### config.mk
export PLATFORM = sky130hd
export DESIGN_NAME = braid_mix_sequencer
export DESIGN_NICKNAME = d
export VERILOG_FILES = /design/src/rtl/braid_seq_pkg.sv /design/src/rtl/braid_seq_onehot.sv /design/src/rtl/braid_mix_sequencer.sv
export SDC_FILE = /design/constraint.sdc
export NUM_CORES = 1
export LEC_CHECK = 0
export BUFFER_PORTS_ARGS = -buffer_cell sky130_fd_sc_hd__buf_2
export CORE_MARGIN = 2
export CORE_UTILIZATION = 40
export DETAILED_ROUTE_END_ITERATION = 10
export GPL_TIMING_DRIVEN = 0
export SLEW_MARGIN = 40
export SYNTH_ARGS = -nofsm -noshare
export SYNTH_HDL_FRONTEND = slang
export SYNTH_SLANG_ARGS = --single-unit
### constraint.sdc
create_clock -name clk -period 2.69 [get_ports clk]
set_clock_uncertainty 0.1 [all_clocks]
set_input_delay 0.1345 -clock clk [delete_from_list [all_inputs] [get_ports clk]]
set_output_delay 0.1345 -clock clk [all_outputs]
set_load 0.02 [all_outputs]
### src/rtl/braid_seq_pkg.sv
// Shared types and constants for the braided mixer sequencer.
package braid_seq_pkg;

   typedef enum logic [2:0] {
      S_IDLE,
      S_FILL,
      S_MIX,
      S_FLUSH,
      S_DONE
   } seq_state_t;

   localparam int STAGES_DEF       = 16;
   localparam int STAGE_CNT_W_DEF  = $clog2(STAGES_DEF + 1);
   localparam int STAGE_IDX_W_DEF  = $clog2(STAGES_DEF);
   localparam int FILL_CYCLES_DEF  = 32;
   localparam int FLUSH_CYCLES_DEF = 32;

   function automatic int max_int(input int a, input int b);
      return (a > b) ? a : b;
   endfunction

endpackage

### src/rtl/braid_seq_onehot.sv
// Stage index to one-hot pump decoder; all zeros when not enabled.
module braid_seq_onehot
   import braid_seq_pkg::*;
#(
   parameter int N  = STAGES_DEF,
   parameter int IW = STAGE_IDX_W_DEF
) (
   input  logic [IW-1:0] idx,
   input  logic          en,
   output logic [N-1:0]  onehot
);

   // single bit set at idx while enabled
   always_comb begin
      onehot = '0;
      if (en) onehot[idx] = 1'b1;
   end

endmodule

### src/rtl/braid_mix_sequencer.sv
// Fill / mix / flush timing sequencer for the braided mixer network.
// Optional abort input and aborted flag are built when BRAID_SEQ_ABORT_EN is defined.
//
// state   | meaning
// --------+-----------------------------------------------
// S_IDLE  | waiting for a request, req_ready=1
// S_FILL  | inlet valves open for FILL_CYCLES
// S_MIX   | one stage pump at a time, dwell cycles each
// S_FLUSH | outlet valves open for FLUSH_CYCLES
// S_DONE  | one-cycle done pulse, then back to idle
module braid_mix_sequencer
   import braid_seq_pkg::*;
#(
   parameter int LANES        = 4,
   parameter int STAGES       = STAGES_DEF,
   parameter int DWELL_W      = 8,
   parameter int FILL_CYCLES  = FILL_CYCLES_DEF,
   parameter int FLUSH_CYCLES = FLUSH_CYCLES_DEF
) (
   input  logic                         clk,
   input  logic                         rst,
   input  logic                         req_valid,
   output logic                         req_ready,
   input  logic [LANES-1:0]             req_lane_mask,
   input  logic [$clog2(STAGES+1)-1:0]  req_stages,
   input  logic [DWELL_W-1:0]           req_dwell,
   output logic [LANES-1:0]             inlet_valve,
   output logic [STAGES-1:0]            stage_pump,
   output logic [LANES-1:0]             outlet_valve,
   output logic [$clog2(STAGES)-1:0]    stage_idx,
   output logic                         busy,
   output logic                         done
`ifdef BRAID_SEQ_ABORT_EN
   ,
   input  logic                         abort,
   output logic                         aborted
`endif
);

   localparam int CNT_W = $clog2(STAGES + 1);
   localparam int IDX_W = $clog2(STAGES);
   localparam int PH_W  = $clog2(max_int(FILL_CYCLES, FLUSH_CYCLES) + 1);

   seq_state_t          state_q, state_nxt;
   logic [LANES-1:0]    mask_q, mask_nxt;
   logic [CNT_W-1:0]    stages_q, stages_nxt;
   logic [DWELL_W-1:0]  dwell_q, dwell_nxt;
   logic [DWELL_W-1:0]  dcnt_q, dcnt_nxt;
   logic [PH_W-1:0]     phase_q, phase_nxt;
   logic [IDX_W-1:0]    stage_q, stage_nxt;
   logic [STAGES-1:0]   pump_dec;
   logic                accept;
   logic                abort_hit;
   logic                last_stage;

   assign accept     = req_valid && req_ready;
   assign last_stage = (CNT_W'(stage_q) + CNT_W'(1)) == stages_q;

`ifdef BRAID_SEQ_ABORT_EN
   assign abort_hit = abort;
`else
   assign abort_hit = 1'b0;
`endif

   // next state, counters and latched request fields
   always_comb begin
      state_nxt  = state_q;
      mask_nxt   = mask_q;
      stages_nxt = stages_q;
      dwell_nxt  = dwell_q;
      dcnt_nxt   = dcnt_q;
      phase_nxt  = phase_q;
      stage_nxt  = stage_q;
      unique case (state_q)
         S_IDLE: begin
            if (accept) begin
               mask_nxt   = req_lane_mask;
               stages_nxt = (req_stages > CNT_W'(STAGES)) ? CNT_W'(STAGES) : req_stages;
               dwell_nxt  = (req_dwell == '0) ? DWELL_W'(1) : req_dwell;
               stage_nxt  = '0;
               if (req_lane_mask == '0) begin
                  state_nxt = S_DONE;
               end else begin
                  state_nxt = S_FILL;
                  phase_nxt = PH_W'(FILL_CYCLES);
               end
            end
         end
         S_FILL: begin
            if (abort_hit || (phase_q == PH_W'(1) && stages_q == '0)) begin
               state_nxt = S_FLUSH;
               phase_nxt = PH_W'(FLUSH_CYCLES);
            end else if (phase_q == PH_W'(1)) begin
               state_nxt = S_MIX;
               stage_nxt = '0;
               dcnt_nxt  = dwell_q;
            end else begin
               phase_nxt = phase_q - PH_W'(1);
            end
         end
         S_MIX: begin
            if (abort_hit || (dcnt_q == DWELL_W'(1) && last_stage)) begin
               state_nxt = S_FLUSH;
               phase_nxt = PH_W'(FLUSH_CYCLES);
               stage_nxt = '0;
            end else if (dcnt_q == DWELL_W'(1)) begin
               stage_nxt = stage_q + IDX_W'(1);
               dcnt_nxt  = dwell_q;
            end else begin
               dcnt_nxt = dcnt_q - DWELL_W'(1);
            end
         end
         S_FLUSH: begin
            if (phase_q == PH_W'(1)) state_nxt = S_DONE;
            else                     phase_nxt = phase_q - PH_W'(1);
         end
         S_DONE:  state_nxt = S_IDLE;
         default: state_nxt = S_IDLE;
      endcase
   end

   braid_seq_onehot #(.N(STAGES), .IW(IDX_W)) u_onehot (
      .idx    (stage_nxt),
      .en     (state_nxt == S_MIX),
      .onehot (pump_dec)
   );

   // state register and working counters
   always_ff @(posedge clk or posedge rst) begin
      if (rst) begin
         state_q  <= S_IDLE;
         mask_q   <= '0;
         stages_q <= '0;
         dwell_q  <= '0;
         dcnt_q   <= '0;
         phase_q  <= '0;
         stage_q  <= '0;
      end else begin
         state_q  <= state_nxt;
         mask_q   <= mask_nxt;
         stages_q <= stages_nxt;
         dwell_q  <= dwell_nxt;
         dcnt_q   <= dcnt_nxt;
         phase_q  <= phase_nxt;
         stage_q  <= stage_nxt;
      end
   end

   // actuator and handshake outputs registered from the upcoming state
   always_ff @(posedge clk or posedge rst) begin
      if (rst) begin
         req_ready    <= 1'b1;
         busy         <= 1'b0;
         done         <= 1'b0;
         inlet_valve  <= '0;
         stage_pump   <= '0;
         outlet_valve <= '0;
         stage_idx    <= '0;
      end else begin
         req_ready    <= (state_nxt == S_IDLE);
         busy         <= (state_nxt == S_FILL) || (state_nxt == S_MIX) || (state_nxt == S_FLUSH);
         done         <= (state_nxt == S_DONE);
         inlet_valve  <= (state_nxt == S_FILL)  ? mask_nxt : '0;
         outlet_valve <= (state_nxt == S_FLUSH) ? mask_nxt : '0;
         stage_pump   <= pump_dec;
         stage_idx    <= (state_nxt == S_MIX) ? stage_nxt : '0;
      end
   end

`ifdef BRAID_SEQ_ABORT_EN
   logic abort_pend;

   // remember an abort during the run and expose it alongside done
   always_ff @(posedge clk or posedge rst) begin
      if (rst) begin
         abort_pend <= 1'b0;
         aborted    <= 1'b0;
      end else if (accept) begin
         abort_pend <= 1'b0;
         aborted    <= 1'b0;
      end else begin
         if (abort_hit && (state_q == S_FILL || state_q == S_MIX)) abort_pend <= 1'b1;
         if (state_nxt == S_DONE && abort_pend) aborted <= 1'b1;
      end
   end
`endif

endmodule

* Word-level counts from Yosys, hierarchy flattened *
Index checks and enable logic that the tools add are counted.

storage, ports and cells
  register bits after elaboration = 69
  input port bits = 20
  output and inout port bits = 31
  word-level logic and storage cells = 87

operators by class
  $add $sub $neg = 4
  magnitude comparators = 3
  eq/ne operators = 16
  muxes and demuxes = 34
  reduce and logical (&&, ||, !) cells = 16

operators by type and width
  kind                 number
  $mux 4               10
  $mux 8               5
  $mux 6               5
  $pmux 6 s4           1
  $mux 3               6
  $mux 16              1
  $pmux 8 s2           1
  $eq 3x2->1 const B   4
  $ne 2x2->1 const B   6
  $pmux 3 s4           1
  $pmux 4 s3           1
  $eq 8x1->1 const B   1
  $logic_not 8->1      1
  $reduce_and 4->1     2
  $sub 8x1->8 const B  1
  $eq 3x1->1 const B   2
  $eq 6x1->1 const B   1
  $logic_not 3->1      2
  $sub 6x1->6 const B  1
  $add 4x1->5 const B  1
  $eq 5x5->1           1
  $gt 5x5->1 const B   1
  $logic_not 5->1      1
  $lt 4x5->1 const B   1
  12 further kinds     16

* Depth between registers and ports, before layout *
  depth after elaboration = 10
  depth in mapped cells = 10

* Hierarchy *
Synthesis repeated with hierarchy kept, for this count alone.

second synthesis, totals
  cell total of the unflattened synthesis = 329
  area total of the unflattened synthesis = 3,305.7 um^2

modules (own cells, without submodules)
  module               instances  cells an instance  area an instance (um^2)  seq. area each (um^2)
  braid_mix_sequencer  1          306                3,188.1                  1,727.9
  braid_seq_onehot     1          23                 117.6                    0.0

* Worst setup path before layout *
No wires, ideal clock.

  path type = register -> register
  start = reg dcnt_q[1]
  end = reg stage_pump[5]
  library setup time = 0.135 ns
  arrival time = 2.384 ns
  data required time = 2.455 ns
  path slack = 0.072 ns
  stages on the path, launching flop included = 10
  buffers on the path = 1
  clock period less this slack = 2.618 ns
  cell sequence = dfrtp_1 > inv_1 > ha_1 > or4b_4 > or2_1 > clkbuf_2 > a2111o_1 > and3_1 > a2bb2oi_1 > nor4_1

between the ends
  cells in the longest elaborated chain, start to end = 9

ends and longest elaborated chain
  element                                                                RTL line                                                RTL
  from (decl)                                                            braid_mix_sequencer.sv:48                               logic [DWELL_W-1:0] dcnt_q, dcnt_nxt;
  from (signal assigned)                                                 braid_mix_sequencer.sv:143                              dcnt_q <= dcnt_nxt;
  $eq 8x1->1 *                                                           braid_mix_sequencer.sv:102, braid_mix_sequencer.sv:106
  $mux 4 / $logic_and 1x1->1 (equally long branches)                     braid_mix_sequencer.sv:106, braid_mix_sequencer.sv:102
  $mux 4                                                                 braid_mix_sequencer.sv:102                              if (abort_hit || (dcnt_q == DWELL_W'(1) && last_stage)) begin
  $pmux 4 s3                                                             braid_mix_sequencer.sv:74                               unique case (state_q)
  $lt 4x5->1 (implied by the code) / $ge 4x1->1 (equally long branches)  braid_seq_onehot.sv:16                                  if (en) onehot[idx] = 1'b1;
  $logic_and 1x1->1 (implied by the code)                                braid_seq_onehot.sv:16
  $mux 1 (implied by the code)                                           braid_seq_onehot.sv:16
  $demux 1 s4                                                            --
  $mux 16 *                                                              braid_seq_onehot.sv:16
  named net pump_dec[5]                                                  braid_mix_sequencer.sv:51                               logic [STAGES-1:0] pump_dec;
  to (signal assigned)                                                   braid_mix_sequencer.sv:165                              stage_pump <= pump_dec;
  to (decl)                                                              braid_mix_sequencer.sv:28                               output logic [STAGES-1:0] stage_pump,

The timed path passes the listed nets; every way through them passes the cells marked *.
A chain may end at the register's enable or synchronous reset.

* Final worst setup path *
  start = reg dcnt_q[1]
  end = reg stage_pump[4]

between the ends
  cells in the longest elaborated chain, start to end = 9

ends and longest elaborated chain
  element                                                                RTL line                                                RTL
  $eq 8x1->1 *                                                           braid_mix_sequencer.sv:102, braid_mix_sequencer.sv:106
  $mux 4 / $logic_and 1x1->1 (equally long branches)                     braid_mix_sequencer.sv:106, braid_mix_sequencer.sv:102
  $mux 4 *                                                               braid_mix_sequencer.sv:102
  $pmux 4 s3 *                                                           braid_mix_sequencer.sv:74
  named net stage_nxt[0]                                                 braid_mix_sequencer.sv:50                               logic [IDX_W-1:0] stage_q, stage_nxt;
  $lt 4x5->1 (implied by the code) / $ge 4x1->1 (equally long branches)  braid_seq_onehot.sv:16
  $logic_and 1x1->1 (implied by the code)                                braid_seq_onehot.sv:16
  $mux 1 (implied by the code)                                           braid_seq_onehot.sv:16
  $demux 1 s4 *                                                          --
  $mux 16 *                                                              braid_seq_onehot.sv:16
  named net pump_dec[4]                                                  braid_mix_sequencer.sv:51

Marked as above.

==> key figures <==
Finish
  • Commonest non-fill, non-tap cell in the layout: dfrtp_1
  • Fill count: 715
  • Antenna cells: 0
  • Nets: 430
  • Fin util: 55.8%
  • Layout cells sized above 1: 31.5%
  • Layout area overhead: 34.5%
  • Most frequent cells in the layout: 67 x dfrtp_1, 50 x buf_2, 25 x nor2_1

CTS
  • Clock-pin transition on the worst setup and hold timing paths: 0.08 ns
  • Clk Latency, worst-skew pair: between 0.3 and 0.4 ns
  • Maximum level of the CTS H-tree: 3
  • Clock sinks: a little under 70
  • TritonCTS clock tree: done
  • Clk root buf: clkbuf_8
  • Inserted Clock Buffers: 9
  • Bufs on Longest Clock Path: 2

Worst setup path
  • Worst path arrival time: between 2 and 3 ns
  • Kind of critical path: reg2reg
  • Reg2reg setup slack: -0.01 ns
  • Crit-path cells: inv_2 > ha_1 > or4b_4 > or2_4 > a2111o_2 > nand2_4 > o31a_4 > inv_6 > nor4_4
  • Startpoint types: flip-flop
  • Slowest cell on the critical path: a2111o_2
  • Crit Path Max Fanout: 9
  • Largest stage delay, worst path: 0.54 ns
  • CP required: around 2.9 ns
  • CP Capture Type: flip-flop

Timing
  • Worst setup margin: -0.0125 ns
  • Slew margin rel.: 48.4%
  • Tcrit/Tclk final: 100%
  • Worst-margin pin slew: around 0.77 ns
  • Endpoints failing setup: 1
  • Unrepaired setup endpoints after global routing: yes
  • Minimum clock period: about 2.7 ns
  • FMAX: between 0.3 and 0.4 GHz
  • Max Transition Viols Final: 0
  • Final hold viol count: 0

Floorplan
  • I/O pin count: 51
  • Core Region: roughly 0.0078 sq mm
  • Floorplan row count: 32
  • Die Wd: between 90 and 100 microns
  • Die height: ~94 microns
  • Initial Utilization: 41.5%
  • Die area: between 0.008 and 0.009 sq mm

Hold path
  • Worst Hold Class: in2reg

Route
  • Wire per inst: approximately 14 microns
  • Iter 0 DRT Violations: 94
  • Drt total wl: around 7.0 mm
  • Via count: 2640
  • Residual antenna-violating net count after detailed routing: 0
  • DRC Markers: 0
  • Vias per inst: a little over 5
  • DRT Pass-1 Iters: 4

Global route
  • Antenna violations before repair: 0
  • M2 GR Usage: approximately a quarter
  • Routing usage on met1: around 23%
  • Gr busiest metal: met2
  • Vias in the first global route: 2435
  • Global routing usage on met3: around 4.3%
  • First-pass GRT wire length: about 11 mm
  • Largest net degree at the start of global routing: 39
  • Gr usage total: 16.6%
  • Grt total ovfl: 0

Place
  • I/O Buffers: 50
  • DP HPWL: ~4.7 mm
  • GPL Wtd Cong: about 0.85

Logic synthesis
  • Cell taking the most area after synthesis: dfrtp_1
  • Syn Inst Count: between 300 and 400
  • Count of cell types in the netlist: between 50 and 60
  • Seq/Total Area, Yosys: roughly 54%
  • Avg Inst Size Synth: slightly above 10 sq um
  • Yosys top cell area share: approximately 53%
  • Ys async rst share: 100%
  • Ys Warns: 0
  • Syn_nets: about 340
  • Synth Flop Type: dfrtp_1
  • EDFF count, synth: 0
  • Top cells by area, synth: dfrtp_1 53%, o21ai_0 4.0%, nor3_1 3.1%
  • Mapped cell area: approximately 0.0032 sq mm
  • #FFs+latches synth: a little under 70

Job
  • Total of max-cap violations: 0

Status
  • Violated checks: setup timing
  • Status: finished with violations

Power
  • Tot Pwr: 2.08 mW
  • PD cells: 480 mW/mm^2
  • Leak: 2.09 nW
  • Maximum vdd ir drop: between 0.2 and 0.25 mV
[path summary, 6_finish.rpt]
check                                      startpoint                 endpoint  cells past startpoint
worst max-delay path            dcnt_q[1]$_DFFE_PP0P_  stage_pump[4]$_DFF_PP0_                      9
worst min-delay path                        req_valid      req_ready$_DFF_PP1_                      3
worst max register to register  dcnt_q[1]$_DFFE_PP0P_  stage_pump[4]$_DFF_PP0_                      9
worst min register to register    mask_q[1]$_DFF_PP0_      mask_q[1]$_DFF_PP0_                      2
max in group asynchronous                         rst    dcnt_q[1]$_DFFE_PP0P_                      4
min in group asynchronous                         rst           done$_DFF_PP0_                      3
[final cells by class]
class / count / area [sq um] / share of cell area [%]
buffer: 11 / 56.3 / 1.30
clock buffer: 12 / 155 / 3.58
clock inverter: 4 / 77.6 / 1.79
inverter: 12 / 52.6 / 1.21
multi-input combinational: 218 / 1560 / 35.9
sequential: 69 / 1730 / 39.9
tap: 102 / 128 / 2.94
timing repair buffer: 84 / 582 / 13.4
[Yosys cell counts (all sizes together) (3+ instances only)]
master  instances
inv            12
o21ai          27
dfrtp          68
or3             4
clkbuf         10
and2            6
a21oi          15
mux2i           4
nor3           20
o31ai           5
xnor2           5
nand2b          8
mux2            8
nand2          20
ha              5
or4             3
nor4            7
xor2            3
nand3           8
a211oi          4
nor3b           6
nor2           26
nand3b          3
[through the flow]
step / setup TNS (ns) / instances / worst slack [ns] / hold WS, ns / cell area, sq um
6_report: -0.0125 / 512 / -0.0125 / 0.196 / 4340
5_1_grt: -1.11 / 512 / -0.0837 / 0.224 / 4340
4_1_cts: 0 / 506 / 0.0136 / 0.166 / 4180
3_5_place_dp: -6.43 / 464 / -0.257 / 0.0651 / 3630
3_3_place_gp: -13.94 / 463 / -0.448 / 0.285 / 3600
2_1_floorplan: 0 / 311 / 0.0715 / 0.183 / 3220
[state kept, by name, indices dropped and copies added, names as in the netlist]
name	flops
phase_q	6
stage_idx	4
mask_q	4
inlet_valve	4
stage_q	4
req_ready	1
stage_pump	16
dcnt_q	8
outlet_valve	4
busy	1
dwell_q	8
stages_q	5
state_q	3
done	1
[critical path: cells and delay by family (launching register included)]
family | cells | cell delay, ns
AOI/OAI and AO/OA | 2 | 0.71
adders and majority gates | 1 | 0.13
buffers and inverters | 2 | 0.12
DFF | 1 | 0.40
and+or+nand+nor | 4 | 1.16
[routing by layer]
| metal | wire, microns | up-vias |
|---|---|---|
| met4 | 109 | 0 |
| met3 | 291 | 12 |
| li1 | - | 1306 |
| met2 | 3280 | 65 |
| met1 | 3310 | 1257 |
| met5 | 0 | - |
[cell families after synthesis]
logic type / count (synthesis) / share of synthesized area (%)
multiplexers: 12 / 4.04
adder cells (fa/ha/maj): 5 / 1.94
AND/OR/NAND/NOR: 121 / 20.4
XOR/XNOR: 8 / 2.17
flip-flops: 69 / 53.6
AO/OA/AOI/OAI: 72 / 14.7
buffers and inverters: 24 / 3.18
[what timing repair did]
item | in CTS | in global routing
pin swaps | 6 | 6
buffers inserted | 9 | 4
setup endpoints to repair | 37 | 31
gates resized for setup | 17 | 34
hold buffers | 18 | 0
hold endpoints to repair | 49 | 0
cloned | 0 | 2
[where the power goes]
| group | total (mW) | internal, mW | leakage, nW | switching [mW] |
|---|---|---|---|---|
| clock | 0.979 | 0.580 | 0.118 | 0.399 |
| sequential | 1.04 | 1.04 | 0.920 | 0 |
| combinational | 0.0649 | 0.0327 | 1.05 | 0.0322 |
Note: power is estimated with default switching activity, not from simulation.
